### src/rtl/rr_arb_pkg.sv
// ============================================================================
// rr_arb_pkg : shared constants, FSM state type and tag-layout helpers for rr_arb_n
// Rev 1.0
// ============================================================================
`default_nettype none

package rr_arb_pkg;

    localparam int PCIE_TAG_W = 8;
    localparam int ADDR_W     = 64;

    typedef enum logic [0:0] {
        ST_IDLE  = 1'b0,
        ST_OFFER = 1'b1
    } arb_state_e;

    function automatic int clog2(input int value);
        int r;
        r = 0;
        for (int i = 0; i < 31; i++) begin
            if ((64'd1 << i) < 64'(value)) r = i + 1;
        end
        return r;
    endfunction

    function automatic logic [PCIE_TAG_W-1:0] field_mask(input int bits);
        logic [15:0] m;
        m = (16'd1 << bits) - 16'd1;
        return m[PCIE_TAG_W-1:0];
    endfunction

    // Tag layout: channel field sits at offset CTAG, width CHW; local tag below it.
    function automatic logic [PCIE_TAG_W-1:0] tag_pack(input int chw, input int ctag,
                                                       input logic [PCIE_TAG_W-1:0] ch,
                                                       input logic [PCIE_TAG_W-1:0] ltag);
        return ((ch & field_mask(chw)) << ctag) | (ltag & field_mask(ctag));
    endfunction

    function automatic logic [PCIE_TAG_W-1:0] tag_chan(input int chw, input int ctag,
                                                       input logic [PCIE_TAG_W-1:0] tag);
        return (tag >> ctag) & field_mask(chw);
    endfunction

endpackage

`default_nettype wire

### src/rtl/rr_credit.sv
// ============================================================================
// rr_credit : per-channel outstanding-read credit counter, resets to MAXOUT
// Rev 1.0
// ============================================================================
`default_nettype none

module rr_credit
    import rr_arb_pkg::*;
#(
    parameter int MAXOUT = 4
) (
    input  logic clock,
    input  logic reset,
    input  logic take_i,
    input  logic give_i,
    output logic full_o,
    output logic empty_o,
    output logic err_o
);

    localparam int CW = clog2(MAXOUT + 1);

    logic [CW-1:0] cnt_q;
    logic [CW-1:0] cnt_d;

    assign full_o  = (cnt_q == CW'(MAXOUT));
    assign empty_o = (cnt_q == '0);

    // Simultaneous take and give cancel out.
    always_comb begin
        cnt_d = cnt_q;
        err_o = 1'b0;
        if (take_i && !give_i && !empty_o) begin
            cnt_d = cnt_q - 1'b1;
        end else if (give_i && !take_i) begin
            if (full_o) err_o = 1'b1;
            else        cnt_d = cnt_q + 1'b1;
        end
    end

    always_ff @(posedge clock or negedge reset) begin
        if (!reset) cnt_q <= CW'(MAXOUT);
        else        cnt_q <= cnt_d;
    end

endmodule

`default_nettype wire

### src/rtl/rr_arb_n.sv
// ============================================================================
// rr_arb_n : round-robin read-request arbiter with per-channel credits.
// Optional macro RR_ARB_N_STATS_EN adds per-channel grant counters. Rev 1.0
// ============================================================================
`default_nettype none

module rr_arb_n
    import rr_arb_pkg::*;
#(
    parameter int NCH    = 8,
    parameter int CHW    = 3,
    parameter int CTAG   = 3,
    parameter int AMIN   = 3,
    parameter int MAXOUT = 4
) (
    input  logic                    clock,
    input  logic                    reset,
    input  logic [NCH-1:0]          rri_valid,
    output logic [NCH-1:0]          rri_ready,
    input  logic [NCH*ADDR_W-1:0]   rri_addr,
    input  logic [NCH*CTAG-1:0]     rri_tag,
    output logic                    rro_valid,
    input  logic                    rro_ready,
    output logic [ADDR_W-1:0]       rro_addr,
    output logic [PCIE_TAG_W-1:0]   rro_tag,
    input  logic                    done_valid,
    input  logic [PCIE_TAG_W-1:0]   done_tag,
    output logic                    credit_err,
    input  logic [CHW-1:0]          stat_sel,
    output logic [31:0]             stat_count
);

    arb_state_e               state_q;
    logic [CHW-1:0]           ptr_q;
    logic [CHW-1:0]           gnt_q;
    logic                     rro_valid_q;
    logic [ADDR_W-1:0]        rro_addr_q;
    logic [PCIE_TAG_W-1:0]    rro_tag_q;
    logic                     credit_err_q;

    logic [NCH-1:0]           w_elig;
    logic [NCH-1:0]           w_empty;
    logic [NCH-1:0]           w_unused_full;
    logic [NCH-1:0]           w_take;
    logic [NCH-1:0]           w_give;
    logic [NCH-1:0]           w_cerr;
    logic                     w_found;
    logic [CHW-1:0]           w_grant;
    logic                     w_hs;
    logic [ADDR_W-1:0]        w_addr;
    logic [CTAG-1:0]          w_ltag;
    logic [PCIE_TAG_W-1:0]    w_done_ch;
    logic                     w_done_bad;

    assign w_elig     = rri_valid & ~w_empty;
    assign w_hs       = (state_q == ST_OFFER) && rro_ready;
    assign w_done_ch  = tag_chan(CHW, CTAG, done_tag);
    assign w_done_bad = (w_done_ch >= PCIE_TAG_W'(NCH));

    always_comb begin
        int idx;
        idx     = 0;
        w_found = 1'b0;
        w_grant = '0;
        for (int i = 0; i < NCH; i++) begin
            idx = int'(ptr_q) + i;
            if (idx >= NCH) idx = idx - NCH;
            if (!w_found && w_elig[idx]) begin
                w_found = 1'b1;
                w_grant = CHW'(idx);
            end
        end
    end

    assign w_addr = rri_addr[w_grant*ADDR_W +: ADDR_W];
    assign w_ltag = rri_tag[w_grant*CTAG +: CTAG];

    // Pop pulse is combinational so the source sees it in the search cycle.
    assign rri_ready = (reset && (state_q == ST_IDLE) && w_found)
                     ? ({{(NCH-1){1'b0}}, 1'b1} << w_grant) : '0;

    always_ff @(posedge clock or negedge reset) begin
        if (!reset) begin
            state_q     <= ST_IDLE;
            ptr_q       <= '0;
            gnt_q       <= '0;
            rro_valid_q <= 1'b0;
            rro_addr_q  <= '0;
            rro_tag_q   <= '0;
        end else begin
            case (state_q)
                ST_IDLE: begin
                    if (w_found) begin
                        gnt_q       <= w_grant;
                        rro_addr_q  <= w_addr & ~((64'd1 << AMIN) - 64'd1);
                        rro_tag_q   <= tag_pack(CHW, CTAG, PCIE_TAG_W'(w_grant),
                                                PCIE_TAG_W'(w_ltag));
                        rro_valid_q <= 1'b1;
                        state_q     <= ST_OFFER;
                    end
                end
                ST_OFFER: begin
                    if (rro_ready) begin
                        ptr_q       <= (gnt_q == CHW'(NCH - 1)) ? '0 : gnt_q + 1'b1;
                        rro_valid_q <= 1'b0;
                        state_q     <= ST_IDLE;
                    end
                end
                default: begin
                    rro_valid_q <= 1'b0;
                    state_q     <= ST_IDLE;
                end
            endcase
        end
    end

    generate
        for (genvar c = 0; c < NCH; c++) begin : g_credit
            assign w_take[c] = w_hs && (gnt_q == CHW'(c));
            assign w_give[c] = done_valid && (w_done_ch == PCIE_TAG_W'(c));

            rr_credit #(
                .MAXOUT (MAXOUT)
            ) u_credit (
                .clock   (clock),
                .reset   (reset),
                .take_i  (w_take[c]),
                .give_i  (w_give[c]),
                .full_o  (w_unused_full[c]),
                .empty_o (w_empty[c]),
                .err_o   (w_cerr[c])
            );
        end
    endgenerate

    always_ff @(posedge clock or negedge reset) begin
        if (!reset)                                   credit_err_q <= 1'b0;
        else if ((|w_cerr) || (done_valid && w_done_bad)) credit_err_q <= 1'b1;
    end

    assign rro_valid  = rro_valid_q;
    assign rro_addr   = rro_addr_q;
    assign rro_tag    = rro_tag_q;
    assign credit_err = credit_err_q;

`ifdef RR_ARB_N_STATS_EN
    logic [31:0] stat_q [NCH];
    logic [31:0] stat_count_q;
    logic [31:0] stat_sel_d;

    generate
        for (genvar c = 0; c < NCH; c++) begin : g_stat
            always_ff @(posedge clock or negedge reset) begin
                if (!reset)         stat_q[c] <= '0;
                else if (w_take[c]) stat_q[c] <= stat_q[c] + 32'd1;
            end
        end
    endgenerate

    always_comb begin
        stat_sel_d = '0;
        for (int c = 0; c < NCH; c++) begin
            if (32'(stat_sel) == 32'(c)) stat_sel_d = stat_q[c];
        end
    end

    always_ff @(posedge clock or negedge reset) begin
        if (!reset) stat_count_q <= '0;
        else        stat_count_q <= stat_sel_d;
    end

    assign stat_count = stat_count_q;
`else
    logic w_unused_stat_sel;
    assign w_unused_stat_sel = ^stat_sel;
    assign stat_count        = '0;
`endif

endmodule

`default_nettype wire

### config.mk
export PLATFORM = sky130hd
export DESIGN_NAME = rr_arb_n
export DESIGN_NICKNAME = d
export VERILOG_FILES = /design/src/rtl/rr_arb_pkg.sv /design/src/rtl/rr_credit.sv /design/src/rtl/rr_arb_n.sv
export SDC_FILE = /design/constraint.sdc
export NUM_CORES = 1
export LEC_CHECK = 0
export BUFFER_PORTS_ARGS = -buffer_cell sky130_fd_sc_hd__buf_4
export CORE_AREA = 2 2 259 261
export DETAILED_ROUTE_END_ITERATION = 16
export DIE_AREA = 0 0 261 263
export PLACE_DENSITY = 0.37
export SLEW_MARGIN = 10
export SYNTH_ARGS = -nofsm -noshare
export SYNTH_HDL_FRONTEND = slang
export SYNTH_SLANG_ARGS = --single-unit
### constraint.sdc
create_clock -name clock -period 8.4 [get_ports clock]
set_input_delay 1.26 -clock clock [delete_from_list [all_inputs] [get_ports clock]]
set_output_delay 1.26 -clock clock [all_outputs]
set_load 0.03 [all_outputs]
==> results.yml <==
run_status:
  outcome: "finished, final reports clean"
clocking:
  cts_tree: "done"
  cts_setup_buffers: 0
  clock_path_buffers: 2
  clockRootBuffer: "clkbuf_16"
  htree_levels: 3
  path_clk_slew_ps: 90
  cts_buffers: 9
  ctsHoldBuffers: 0
  cts_resized: 0
  clk_latency_ps: 390
  cts.sinks: 97
power_and_ir_drop:
  power_mw: 7.91
  ir_worst_vdd_mv: 0.535
  power_density_nw_per_um2: 513
  p_leak_nw: 7.28
finish:
  final_cells: 2468
  syn_to_final_growth_pct: 54.3
  nNetsFinal: 2174
  drive_above_1_share_pct: 45.1
  diodes: 0
min_path:
  hp-class: "reg2reg"
  hold_depth: 2
setup_path:
  crit_cells: 10
  worst_path_largest_cell_delay_ps: 850
  crit_chain: "inv_1 -> ha_1 -> mux2_2 -> mux4_2 -> and4b_1 -> nand3_1 -> a32oi_4 -> and2_4 -> nor3b_1 -> buf_4"
  cp.arrival_ps: 5380
  cp_top_family: "simple AND/OR/NAND/NOR gates"
  crit_slowest_cell: "ha_1"
  startpoint_type: "register"
  critical_path_class: "reg2out"
  path_max_fanout: 19
  reg2reg_depth: 12
  required_ps: 7140
  path_buf_inv: 2
  end_kind: "output pin"
timing:
  slew_viol_final: 0
  skew_ps: 18.3
  setup_tns_ps: 0
  relSlewSlack_pct: 27.6
  max_freq_ghz: 0.150
  timing.final.crit_share_pct: 79.1
  rsz0062_at_grt: "false"
  tightest_slew_ps: 1090
  min_period_ps: 6640
  hold_viol_final: 0
  setup_viol: 0
synthesis:
  ys_top_cells_by_count: "275 x mux2i_1, 109 x nor2_1, 89 x dfrtp_1"
  synth-warning-count: 0
  synth_most_common_cell: "mux2i_1"
  synth_cell_type_count: 57
  synth-seq-cells: 97
  synth_edf_count: 0
  postSynthCellCount: 1054
  synth_top_flop_cell: "dfrtp_1"
  async_flop_share_pct: 100
  yosysSeqAreaShare_pct: 24.4
  yosysTopAreaCell: "mux2i_1"
  synthesis.area_um2: 10000
  synthTopCellsByArea: "mux2i_1 28%, dfrtp_1 22%, a221oi_2 7.5%, o22ai_1 4.1%, nor2_1 4.1%"
  synth_area_per_cell_um2: 9.48
  yosys.area.top_type_share_pct: 27.5
floorplan:
  coreArea_um2: 65600
  die_w_um: 261
  io_pins: 673
  num_rows: 94
  dieHeight_um: 263
  dieArea_um2: 68600
  initial_core_util_pct: 15.2
route:
  drt_iter0_drc: 500
  drt-pass1-iter-count: 4
  viasPerCell: 4.26
  routedWlPerCell_um: 21.2
  wirelength_um: 52300
  drc: 0
  drtAntennaViolNets: 0
  num_vias: 10525
placed_design:
  dp_hpwl_um: 41200
  port_buffers: 603
  gp_congestion: 0.812
  dpl.cell_count: 2452
global_route:
  grt_pass1_wl_um: 71900
  overflow: 0
  antenna_found_initial: 1
  grt_pass1_vias: 10522
  grt_max_degree: 108
  grtUsageTotal_pct: 14.3
job:
  drv_cap: 0
-- where the power goes --
| group | total (mW) | switching (mW) | internal [mW] |
|---|---|---|---|
| clock network | 0.511 | 0.232 | 0.279 |
| logic | 6.44 | 3.94 | 2.51 |
| registers | 0.953 | 0.219 | 0.734 |
-- area by class of cell --
type                    instances  area (um^2)
inverters                      25         93.8
flip-flops and latches         97         2440
well taps                     864         1080
repair buffers                614         4630
clock inverters                 4         75.1
fillers                      7211        50200
multi-input cells             852         6840
clock buffers                  12          256
-- flip-flops by register name, summed over array words and instances (netlist names) --
signal,flops
credit_err,1
rro_tag,3
gnt_q,3
rro_addr,61
rro_valid,1
state_q,1
ptr_q,3
g_credit.u_credit.cnt_q,24
-- worst register-to-register path: stages, from the launching register on --
cell,delay (ps)
dfrtp_1,530
inv_1,390
ha_1,850
mux2_2,400
mux4_2,560
and4b_1,410
nand3_1,230
a32oi_4,630
buf_12,530
mux2i_1,600
o21ai_1,90
a221oi_1,610
nor2_1,100
-- logic make-up (layout without fill, tap and decap cells) --
group	count (synthesis)	in the layout	share of synthesized area (%)
simple gates	204	204	9.15
flops	97	97	24.4
fa+ha+maj	16	16	2.60
other cells	1	37	0.0375
compound gates	286	286	22.4
mux	298	298	31.4
xor+xnor	11	11	0.964
buf+inv	141	655	9.11
-- metal layers --
metal	share of wire [%]	global-route usage [%]	routed length (um)
met1	41	17.2	21300
met2	51	25.5	26400
met5	0.025	0	13
met4	1.8	3.65	919
met3	6.9	3.12	3600
-- per-stage QoR --
step	utilization (%)	cell area, um^2	hold WS [ps]	worst slack [ps]
after CTS	23.5	15400	523	1610
after floorplan	-	10100	514	2690
after global routing	23.5	15400	537	1340
after global placement	23.0	15100	496	2090
final	23.5	15400	515	1760
after detailed placement	23.0	15100	504	2120
-- cell usage in the layout, fill, tap and decap left out, types with 15 or more instances in the layout --
| cell | n |
|---|---|
| a221oi_1 | 15 |
| a221oi_2 | 50 |
| buf_4 | 612 |
| conb_1 | 37 |
| dfrtp_1 | 89 |
| inv_1 | 22 |
| mux2i_1 | 275 |
| nand2_1 | 41 |
| nor2_1 | 109 |
| o21ai_0 | 75 |
| o21ai_1 | 22 |
| o22ai_1 | 66 |
| o31ai_1 | 16 |
-- path summary, 6_finish.rpt --
path                                             from                                   endpoint  slack, ps
worst min register to register  rro_valid$_DFFE_PN0P_                      rro_valid$_DFFE_PN0P_        510
worst min-delay path            rro_valid$_DFFE_PN0P_                      rro_valid$_DFFE_PN0P_        510
worst max-delay path             ptr_q[0]$_DFFE_PN0P_                               rri_ready[5]       1760
max in group asynchronous                       reset                   rro_addr[49]$_DFFE_PN0P_       6160
worst max register to register   ptr_q[0]$_DFFE_PN0P_                   rro_addr[12]$_DFFE_PN0P_       2310
min in group asynchronous                       reset  g_credit[4].u_credit.cnt_q[0]$_DFFE_PN0P_        980
Note: power is estimated with default switching activity, not from simulation.
